==> config.mk <==
export PLATFORM = sky130hd
export DESIGN_NAME = mx_shared_exp_align
export DESIGN_NICKNAME = d
export VERILOG_FILES = /design/src/rtl/mx_shared_exp_align.sv
export SDC_FILE = /design/constraint.sdc
export NUM_CORES = 1
export LEC_CHECK = 0
export ABC_AREA = 1
export CORE_ASPECT_RATIO = 0.5
export CORE_MARGIN = 2
export CORE_UTILIZATION = 60
export DETAILED_ROUTE_END_ITERATION = 6
export PLACE_DENSITY = 0.86
export REMOVE_ABC_BUFFERS = 1
export SLEW_MARGIN = 10
export SYNTH_ARGS = -nofsm -noshare
export SYNTH_HDL_FRONTEND = slang
export SYNTH_SLANG_ARGS = --single-unit
export TNS_END_PERCENT = 20
==> constraint.sdc <==
create_clock -name i_clk -period 7.6 [get_ports i_clk]
set_input_delay 0.76 -clock i_clk [delete_from_list [all_inputs] [get_ports i_clk]]
set_output_delay 0.76 -clock i_clk [all_outputs]
set_load 0.05 [all_outputs]
==> src/rtl/mx_shared_exp_align.sv <==
// Buffers one block of sign/exponent/mantissa elements, finds the shared (maximum
// effective) exponent, then replays the block as signed mantissas with per-element shifts.
module mx_shared_exp_align #(
  parameter int width_e     = 8,
  parameter int width_m     = 7,
  parameter int width_i     = width_m + 2,
  parameter int width_o     = 8,
  parameter int width_shift = $clog2(width_i + 2),
  parameter int block_size  = 32
) (
  input  logic                   i_clk,
  input  logic                   i_rst,
  input  logic                   i_valid,
  output logic                   o_ready,
  input  logic                   i_sign,
  input  logic [width_e-1:0]     i_exp,
  input  logic [width_m-1:0]     i_man,
  output logic                   o_valid,
  input  logic                   i_ready,
  output logic [width_i-1:0]     o_num,
  output logic [width_shift-1:0] o_shift,
  output logic [width_e-1:0]     o_scale,
  output logic                   o_first,
  output logic                   o_last
);

  localparam int cnt_w   = $clog2(block_size);
  localparam int entry_w = 1 + width_e + 1 + width_m;
  localparam logic [cnt_w-1:0]       last_idx   = cnt_w'(block_size - 1);
  localparam logic [width_e-1:0]     exp_ones   = '1;
  localparam logic [width_e-1:0]     exp_one    = width_e'(1);
  localparam logic [width_e-1:0]     sat_thresh = width_e'(width_o);
  localparam logic [width_shift-1:0] sat_shift  = width_shift'(width_o + 1);

  typedef enum logic {S_FILL, S_DRAIN} state_t;

  state_t                state_reg;
  logic [cnt_w-1:0]      wr_cnt_reg;
  logic [cnt_w-1:0]      rd_cnt_reg;
  logic [width_e-1:0]    max_exp_reg;
  logic                  valid_reg;
  logic                  ready_reg;
  logic [entry_w-1:0]    buffer [block_size];
  logic [entry_w-1:0]    rd_data_reg;

  // Element decode: denormals take exponent 1 with no hidden bit; Inf/NaN saturate
  // to the largest finite magnitude.
  logic                  in_is_inf;
  logic [width_e-1:0]    in_eff_exp;
  logic                  in_hidden;
  logic [width_m-1:0]    in_man;
  logic [entry_w-1:0]    in_entry;
  logic [width_e-1:0]    max_exp_next;

  always_comb begin
    in_is_inf  = (i_exp == exp_ones);
    in_hidden  = (i_exp != '0);
    in_eff_exp = i_exp;
    in_man     = i_man;
    if (i_exp == '0) begin
      in_eff_exp = exp_one;
    end else if (in_is_inf) begin
      in_eff_exp = exp_ones - exp_one;
      in_man     = '1;
    end
    in_entry     = {i_sign, in_eff_exp, in_hidden, in_man};
    max_exp_next = (in_eff_exp > max_exp_reg) ? in_eff_exp : max_exp_reg;
  end

  logic             wr_en;
  logic             wr_last;
  logic             rd_last;
  logic [cnt_w-1:0] rd_addr;

  always_comb begin
    wr_en   = (state_reg == S_FILL) && i_valid;
    wr_last = (wr_cnt_reg == last_idx);
    rd_last = (rd_cnt_reg == last_idx);
    // Prefetch the next element on a handshake so data is ready the following cycle.
    rd_addr = rd_cnt_reg;
    if (state_reg == S_DRAIN && i_ready) begin
      rd_addr = rd_last ? '0 : rd_cnt_reg + cnt_w'(1);
    end
  end

  always_ff @(posedge i_clk) begin
    if (wr_en) begin
      buffer[wr_cnt_reg] <= in_entry;
    end
    rd_data_reg <= buffer[rd_addr];
  end

  always_ff @(posedge i_clk) begin
    if (i_rst) begin
      state_reg   <= S_FILL;
      wr_cnt_reg  <= '0;
      rd_cnt_reg  <= '0;
      max_exp_reg <= '0;
      valid_reg   <= 1'b0;
      ready_reg   <= 1'b1;
    end else begin
      case (state_reg)
        S_FILL: begin
          if (i_valid) begin
            max_exp_reg <= max_exp_next;
            if (wr_last) begin
              wr_cnt_reg <= '0;
              state_reg  <= S_DRAIN;
              valid_reg  <= 1'b1;
              ready_reg  <= 1'b0;
            end else begin
              wr_cnt_reg <= wr_cnt_reg + cnt_w'(1);
            end
          end
        end
        S_DRAIN: begin
          if (i_ready) begin
            if (rd_last) begin
              rd_cnt_reg  <= '0;
              max_exp_reg <= '0;
              state_reg   <= S_FILL;
              valid_reg   <= 1'b0;
              ready_reg   <= 1'b1;
            end else begin
              rd_cnt_reg <= rd_cnt_reg + cnt_w'(1);
            end
          end
        end
        default: state_reg <= S_FILL;
      endcase
    end
  end

  logic                 rd_sign;
  logic [width_e-1:0]   rd_eff_exp;
  logic                 rd_hidden;
  logic [width_m-1:0]   rd_man;
  logic [width_i-1:0]   rd_mag;
  logic [width_i-1:0]   rd_num;
  logic [width_e-1:0]   exp_diff;

  always_comb begin
    {rd_sign, rd_eff_exp, rd_hidden, rd_man} = rd_data_reg;
    rd_mag   = width_i'({1'b0, rd_hidden, rd_man});
    rd_num   = rd_sign ? (~rd_mag + width_i'(1)) : rd_mag;
    exp_diff = max_exp_reg - rd_eff_exp;
    o_valid  = valid_reg;
    o_ready  = ready_reg;
    o_num    = '0;
    o_shift  = '0;
    o_scale  = '0;
    o_first  = 1'b0;
    o_last   = 1'b0;
    if (valid_reg) begin
      o_num   = rd_num;
      // Shifting past the output width would still leave rounding bits; the
      // saturated value tells the rounding stage to flush the element to zero.
      o_shift = (exp_diff > sat_thresh) ? sat_shift : exp_diff[width_shift-1:0];
      o_scale = max_exp_reg;
      o_first = (rd_cnt_reg == '0);
      o_last  = rd_last;
    end
  end

endmodule

=== Word-level counts from Yosys, hierarchy flattened ===
Memories as Yosys holds them, arrays and structs flattened. A register that Yosys moved wholly into a read port is not among the register bits.
Index checks and enable logic that the tools add are counted.

* Order comparisons: 2
* Equal/unequal tests: 8
* Add/subtract/negate cells: 4
* Reduce and logical (&&, ||, !) cells: 9
* Bitwise logic cells: 2
* Mux-type cells: 36

{| class="wikitable"
|+ Operator list
! cell !! number
|-
| $mux W8 || 7
|-
| $mux W9 || 2
|-
| $mux W1 || 16
|-
| $pmux W8 S2 || 1
|-
| $mux W5 || 3
|-
| $mux W7 || 2
|-
| $add A5 B1 Y5 const B || 2
|-
| $eq A5 B5 Y1 const B || 2
|-
| $add A9 B1 Y9 const B || 1
|-
| $not A8 Y9 || 1
|-
| $eq A8 B8 Y1 const B || 1
|-
| $gt A8 B4 Y1 const B || 1
|-
| $gt A8 B8 Y1 || 1
|-
| $logic_not A8 Y1 || 1
|-
| $mux W4 || 2
|-
| $ne A2 B2 Y1 const B || 4
|-
| $reduce_and A4 Y1 || 2
|-
| $reduce_bool A8 Y1 || 1
|-
| $sub A8 B8 Y8 || 1
|-
| $pmux W1 S2 || 3
|-
| $logic_not A5 Y1 || 1
|-
| $reduce_and A2 Y1 || 2
|-
| $logic_and A1 B1 Y1 || 2
|-
| $ne A2 B1 Y1 const B || 1
|-
| $not A1 Y1 || 1
|}

* Memories kept: 1
* RAM bits: 544
* Logic and storage cells: 68
* Flip-flop bits (word level): 21

{| class="wikitable"
|+ Memories
! memory !! depth !! bits a word !! rd ports !! clocked after Yosys merged registers in !! wr ports !! line !! text
|-
| buffer || 32 || 17 || 1 || 1 || 1 || 43 || <nowiki>logic [entry_w-1:0] buffer [block_size];</nowiki>
|}

=== Longest topological paths before layout ===
Gate-level depths: netlist of the first run.

* Depth after elaboration: 7
* Gate-level depth with buffers: 20
* Depth with buffers taken out: 20

=== Least setup slack after synthesis of the first run ===
OpenSTA, ideal clock, no wires.

* Path kind: input to register
* From: in i_exp[6]
* To: reg max_exp_reg[0]
* Required time: 7.485 ns
* Stages on the path: 20
* Arrival: 3.045 ns
* Path slack: 4.440 ns
* Path through: inv_1 nand2_1 nor4_1 inv_1 nand2_1 inv_1 ha_1 inv_1 nand2_1 nand2_1 nand3_1 nand2_1 nand2_1 nand2_1 nand2_1 nand2_1 clkbuf_1 nand3_1 nand2_1 nor2_1

* Longest elaborated chain between the ends: 6

{| class="wikitable"
|+ RTL lines
! item !! line !! text
|-
| start, declared || 16 || <nowiki>input logic [width_e-1:0] i_exp,</nowiki>
|-
| $eq A8 B8 Y1 || 56 || <nowiki>in_is_inf = (i_exp == exp_ones);</nowiki>
|-
| $mux W8 || 62 || <nowiki>end else if (in_is_inf) begin</nowiki>
|-
| $mux W8 * || 60 || <nowiki>if (i_exp == '0) begin</nowiki>
|-
| net in_eff_exp[0] || 49 || <nowiki>logic [width_e-1:0] in_eff_exp;</nowiki>
|-
| $gt A8 B8 Y1 / $mux W8 (equally long branches) || 67 || <nowiki>max_exp_next = (in_eff_exp > max_exp_reg) ? in_eff_exp : max_exp_reg;</nowiki>
|-
| $ne A2 B2 Y1 (no source line) / $mux W8 (equally long branches) || -- ||
|-
| $reduce_and A4 Y1 (no source line) / $pmux W8 S2 (equally long branches) || -- ||
|-
| end signal, assigned || 105 || <nowiki>max_exp_reg <= max_exp_next;</nowiki>
|-
| end, declared || 40 || <nowiki>logic [width_e-1:0] max_exp_reg;</nowiki>
|}

Mark *: on every way through the listed nets, which the timed path passes. The rest lies on a longest branch. The select of a mux whose other input is x is not followed.
A chain may end at the register's enable or synchronous reset.

=== Worst setup path in the final report of the first run ===
* From: in i_exp[6]
* To: reg max_exp_reg[4]

* Longest elaborated chain between the ends: 6

{| class="wikitable"
|+ RTL lines
! item !! line
|-
| $eq A8 B8 Y1 || 56
|-
| $mux W8 || 62
|-
| $mux W8 * || 60
|-
| net in_eff_exp[0] || 49
|-
| $gt A8 B8 Y1 * || 67
|-
| $ne A2 B2 Y1 (no source line) * || --
|-
| $reduce_and A4 Y1 (no source line) * || --
|}

Marks and branches as above.

==> results of run 1 <==
[worst min-delay path, stage by stage, from the launching register on]
cell and delay, ns:
dfxtp_1 0.34, nand2_1 0.06, nand3_1 0.05
[Yosys cell counts, drive strengths merged, types with 13 or more instances]
master,number,share of area (%)
edfxtp,544,63
nand2,781,11
inv,334,4.9
dfxtp,38,2.9
o21ai,13,0.28
nand3b,105,3.0
a21oi,27,0.52
ha,23,1.1
nor3,13,0.25
buf,78,1.6
o211ai,17,0.49
nand3,398,7.7
clkbuf,58,0.84
nor2,73,1.1
[where the power goes]
part	total, mW	internal, mW	switching [mW]
clock	2.58	1.45	1.13
sequential	3.55	3.53	0.0216
combinational	0.231	0.0701	0.161
[metal layers]
layer  vias to the layer above  share of wire [%]
met4                         2                4.0
met3                       250                 15
li1                       8374                  -
met1                      8570                 35
met5                         -              0.011
met2                      1437                 46
[layout make-up]
| class | instances | area (um^2) | share of cell area, % |
|---|---|---|---|
| multi-input combinational | 1468 | 6879 | 24.18 |
| clock inverter | 29 | 305.3 | 1.073 |
| clock buffer | 62 | 1328 | 4.666 |
| timing repair buffer | 96 | 855.8 | 3.008 |
| inverter | 336 | 1267 | 4.455 |
| tap | 577 | 721.9 | 2.537 |
| sequential | 582 | 17100 | 60.09 |
[kinds of logic (layout without fill, tap and decap cells)]
kind of cell	count (synthesis)	after routing	synth area share, %
xor+xnor	3	3	0.1017
compound gates	63	63	1.472
simple gates	1378	1378	23.74
buf+inv	472	523	7.353
fa+ha+maj	24	24	1.191
flops	582	582	66.14
[placed cells by master (no fill, tap or decap), types with 2 or more instances in the layout]
master,netlist,final
bufinv_16,0,6
clkinv_2,0,15
nand2_8,1,2
inv_1,330,330
buf_4,9,50
clkdlybuf4s50_1,0,44
nor3_1,13,13
nand3b_1,105,105
clkbuf_1,58,10
inv_4,0,2
edfxtp_1,544,544
and3_1,3,3
clkbuf_16,0,51
nand3_1,397,397
buf_12,0,2
a21oi_1,27,27
a211oi_1,2,2
nor2_1,73,73
xor2_1,3,3
clkinv_1,2,5
dfxtp_1,38,38
nand4_1,2,2
clkinvlp_4,0,3
ha_1,23,23
nand2_4,1,2
o21ai_0,11,11
inv_2,4,2
nand2_1,777,776
o211ai_1,17,17
[worst min-delay path by stage]
| stage | from | endpoint | slack [ns] | cells past startpoint |
|---|---|---|---|---|
| 3_3_place_gp | o_ready | o_ready | 0.46 | 2 |
| 3_5_place_dp | o_ready | o_ready | 0.46 | 2 |
| 6_report | o_ready | o_ready | 0.47 | 2 |
| 5_1_grt | o_ready | o_ready | 0.51 | 2 |
| 4_1_cts | o_ready | o_ready | 0.47 | 2 |
| 2_1_floorplan | max_exp_reg[0] | max_exp_reg[0] | 0.50 | 2 |
[through the flow]
stage / util, % / setup slack [ns] / area (um^2)
after floorplan: - / 0.5156 / 25210
after global placement: 63.49 / 2.825 / 26820
after detailed placement: 63.49 / 2.647 / 26820
after CTS: 67.36 / 3.210 / 28450
after global routing: 67.36 / 2.756 / 28450
final: 67.36 / 3.100 / 28450
==> flow_metrics.env, run 1 <==
export IMPL_crit_top_cell="nand2_1"
export IMPL_grt_usage_pct=29.43
export IMPL_fin_crit_sh_pct=59.21
export IMPL_synth_seq_cells=582
export IMPL_layout_cells_non_filler=3150
export IMPL_fillCellCount=2765
export IMPL_ctsHoldBuffers=0
export IMPL_worst_setup_path_start_kind="input pin"
export IMPL_syn_cell_area_um2=25850
export IMPL_synth_edf_count=544
export IMPL_synth_seq_area_share_pct=66.14
export IMPL_critPathMaxFanout=34
export IMPL_vias_per_cell=5.915
export IMPL_gr_usage_met2_pct=46.81
export IMPL_tightest_slew_ns=1.255
export IMPL_num_rows=53
export IMPL_cp_arrival_ns=4.97
export IMPL_clk_latency_ns=0.58
export IMPL_cts_tree="yes"
export IMPL_grt_pass1_vias=17834
export IMPL_yosysWarnings=0
export IMPL_num_nets_final=2578
export IMPL_grt_pass1_wl_um=100200
export IMPL_required_ns=8.07
export IMPL_cp_startpoint="i_exp[6]"
export IMPL_vias=18633
export IMPL_cts_buffers=50
export IMPL_largest_reg_flops=544
export IMPL_drcViolationCount=0
export IMPL_cp_slowest_cell="nand2_1"
export IMPL_postCtsResizedCells=0
export IMPL_slowest_delay_ns=1.02
export IMPL_wirelength_um=65690
export IMPL_maxCapViolations=0
export IMPL_synthToLayoutAreaGrowth_pct=10.08
export IMPL_final_hold_violation_count=0
export IMPL_root_buffer="clkbuf_16"
export IMPL_slew_limit_headroom_pct=16.05
export IMPL_r2r_end="rd_data_reg[2]"
export IMPL_grt_setup_unrepaired="no"
export IMPL_cp_depth=22
export IMPL_cts_num_sinks=582
export IMPL_end_kind="flip-flop"
export IMPL_grt_overflow=0
export IMPL_post_place_cells=3059
export IMPL_floorplan_initialDensity_pct=61.19
export IMPL_netlist_instances=2522
export IMPL_drive_above_1_share_pct=5.558
export IMPL_place_gp_congestion=0.8934
export IMPL_path_class="in2reg"
export IMPL_n_antenna_cell=0
export IMPL_dieArea_um2=44860
export IMPL_whs_ns=0.4722
export IMPL_io_buffers=44
export IMPL_period_minus_slack_ns=4.500
export IMPL_vdd_drop_max_uv=145.5
export IMPL_cts_buffer_depth=3
export IMPL_status="completed"
export IMPL_first_pass_iters=7
export IMPL_rr_worst_depth=16
export IMPL_grt_max_degree=139
export IMPL_yosysUniqueCellTypes=36
export IMPL_slew_violations=0
export IMPL_htreeDepth=2
export IMPL_timing_fmax_mhz=222.2
export IMPL_drt_iter0_drc=2880
export IMPL_met1_usage_pct=39.01
export IMPL_wl_per_cell_um=20.85
export IMPL_synth_async_reset_ratio_pct=0
export IMPL_reg2reg_setup_slack_ns=3.14
export IMPL_p_leak_nw=11.55
export IMPL_synth_main_ff_cell="edfxtp_1"
export IMPL_fin_setup_tns_ns=0
export IMPL_crit_reg2reg_launch="rd_cnt_reg[0]"
export IMPL_antenna_found_initial=3
export IMPL_clk_pin_slew_ns=0.07
export IMPL_power_total_mw=6.360
export IMPL_die_w_um=297.5
export IMPL_crit_chain="clkdlybuf4s50_1 -> buf_4 -> inv_1 -> nand2_1 -> nor4_1 -> inv_1 -> nand2_1 -> inv_1 -> ha_1 -> inv_1 -> nand2_1 -> nand2_1 -> nand3_1 -> nand2_1 -> nand2_1 -> nand2_1 -> nand2_1 -> nand2_1 -> nand2_1 -> nand2_1 -> nand2_1 -> nor2_1"
export IMPL_core_area_um2=42240
export IMPL_setup_violations_final=0
export IMPL_drtAntennaViolNets=0
export IMPL_post_cts_setup_buffer_count=0
export IMPL_crit_end="max_exp_reg[4]"
export IMPL_critical_path_top_delay_family="simple AND/OR/NAND/NOR gates"
export IMPL_fin_skew_ns=0.01543
export IMPL_grt_busiest_layer="met2"
export IMPL_ioPinCount=45
export IMPL_grt_use_met3_pct=7.778
export IMPL_avgSynthCellArea_um2=10.25
export IMPL_dieHeight_um=150.8
export IMPL_hpwlAfterDp_um=35430
export IMPL_hold_path_class="reg2reg"
export IMPL_cp_buffers_inverters=6
export IMPL_powerDensity_nw_per_um2=223.5
Note: power is estimated with default switching activity, not from simulation.
==> inputs of run 2 (changes only) <==
==> constraint.sdc (replaced) <==
create_clock -name i_clk -period 4.39 [get_ports i_clk]
set_input_delay 0.439 -clock i_clk [delete_from_list [all_inputs] [get_ports i_clk]]
set_output_delay 0.439 -clock i_clk [all_outputs]
set_load 0.05 [all_outputs]
==> flow_metrics.env, run 2 (same netlist as run 1, synthesis figures left out) <==
export IMPL_num_rows=53
export IMPL_clk_pin_slew_ns=0.06
export IMPL_grt_usage_pct=28.19
export IMPL_slew_violations=0
export IMPL_cts_num_sinks=582
export IMPL_wl_met3_um=8163
export IMPL_hpwlAfterDp_um=35500
export IMPL_postCtsResizedCells=0
export IMPL_io_buffers=44
export IMPL_ioPinCount=45
export IMPL_required_ns=3.95
export IMPL_setup_violations_final=0
export IMPL_final_hold_violation_count=0
export IMPL_power_total_mw=10.89
export IMPL_fin_skew_ns=0.02517
export IMPL_p_comb_share_pct=3.8
export IMPL_layout_cells_non_filler=3163
export IMPL_dieArea_um2=44860
export IMPL_layout_commonest_cell="nand2_1"
export IMPL_end_kind="primary output"
export IMPL_floorplan_initialDensity_pct=61.19
export IMPL_maxCapViolations=0
export IMPL_grt_overflow=0
export IMPL_first_pass_iters=6
export IMPL_core_area_um2=42240
export IMPL_period_minus_slack_ns=3.828
export IMPL_num_nets_final=2590
export IMPL_vias=18416
export IMPL_m1WireLength_um=23700
export IMPL_fin_setup_tns_ns=0
export IMPL_cts_tree="yes"
export IMPL_status="completed"
export IMPL_worst_setup_path_start_kind="flip-flop"
export IMPL_slew_limit_headroom_pct=15.31
export IMPL_path_class="reg2out"
export IMPL_place_gp_congestion=0.8491
export IMPL_p_leak_nw=11.60
export IMPL_power_frac_seq_pct=56.4
export IMPL_root_buffer="clkbuf_16"
export IMPL_cp_arrival_ns=3.39
export IMPL_intPower_mw=8.632
export IMPL_grt_pass1_vias=17947
export IMPL_grt_pass1_wl_um=97190
export IMPL_met2WireLength_um=30000
export IMPL_critPathMaxFanout=4
export IMPL_drcViolationCount=0
export IMPL_cts_buffer_depth=3
export IMPL_htreeDepth=2
export IMPL_vias_per_cell=5.822
export IMPL_hold_path_class="reg2reg"
export IMPL_layout_common_cells="nand2_1 (776), edfxtp_1 (544), nand3_1 (397)"
export IMPL_drt_iter0_drc=2924
export IMPL_dieHeight_um=150.8
export IMPL_powerDensity_nw_per_um2=381.7
export IMPL_fin_crit_sh_pct=87.19
export IMPL_switching_power_mw=2.263
export IMPL_antenna_found_initial=0
export IMPL_largest_reg_flops=544
export IMPL_reg2reg_setup_slack_ns=1.21
export IMPL_wl_per_cell_um=20.04
export IMPL_final_util_pct=67.58
export IMPL_vdd_drop_max_uv=253.6
export IMPL_cts_buffers=49
export IMPL_post_cts_setup_buffer_count=0
export IMPL_synthToLayoutAreaGrowth_pct=10.44
export IMPL_n_antenna_cell=0
export IMPL_tightest_slew_ns=1.266
export IMPL_drtAntennaViolNets=0
export IMPL_grt_max_degree=154
export IMPL_clk_latency_ns=0.57
export IMPL_top_layer="met4"
export IMPL_die_w_um=297.5
export IMPL_drive_above_1_share_pct=5.607
export IMPL_post_place_cells=3072
export IMPL_wirelength_um=63380
export IMPL_ctsHoldBuffers=0
export IMPL_clkPwrFrac_pct=39.8
export IMPL_timing_fmax_mhz=261.3
export IMPL_grt_setup_unrepaired="no"
export IMPL_p_sw_share_pct=20.77
run 2: path summary, 6_finish.rpt:
check	startpoint	endpoint	depth (start not counted)
min reg2reg	o_ready	o_ready	2
max reg2reg	rd_cnt_reg[0]	rd_data_reg[10]	14
min	o_ready	o_ready	2
max	max_exp_reg[0]	o_shift[1]	14
run 2: power by group through the flow:
stage / Combinational, mW / Sequential (mW) / Clock [mW]
2_1_floorplan: 0.231 / 6.25 / 0
3_3_place_gp: 0.378 / 6.26 / 0
3_5_place_dp: 0.394 / 6.27 / 0
4_1_cts: 0.399 / 6.14 / 4.34
5_1_grt: 0.449 / 6.15 / 4.55
6_report: 0.409 / 6.15 / 4.34
run 2: per-layer routing:
metal	global-route usage, %	up-vias
met5	0	-
met4	8.965	0
met3	5.440	136
met2	46.38	1275
met1	38.49	8613
li1	-	8392
run 2: final cells by class:
class | instances | area (um^2)
clock buffer | 64 | 1304
tap | 577 | 721.9
inverter | 336 | 1266
timing repair buffer | 109 | 1016
clock inverter | 27 | 262.8
fill | 2757 | 13700
sequential | 582 | 17100
multi-input combinational | 1468 | 6879
run 2: metrics by stage:
step	hold WS, ns	setup WS [ns]	cell area (um^2)
5_1_grt	0.5296	0.3191	28550
6_report	0.5166	0.5623	28550
3_5_place_dp	0.5012	0.7689	26980
3_3_place_gp	0.4554	0.8092	26980
4_1_cts	0.5181	0.5495	28550
2_1_floorplan	0.5021	-2.453	25210
run 2: critical path, cell delays in order, from the launching register on:
cell,delay [ns]
dfxtp_1,0.38
inv_1,0.07
ha_1,0.21
fa_1,0.40
nand3b_1,0.19
nand2_1,0.10
nand2_1,0.05
nand2_1,0.10
o21ai_0,0.09
inv_1,0.06
nand2_1,0.04
nor2_1,0.14
nand2_1,0.09
nor2_1,0.12
clkdlybuf4s50_1,0.81
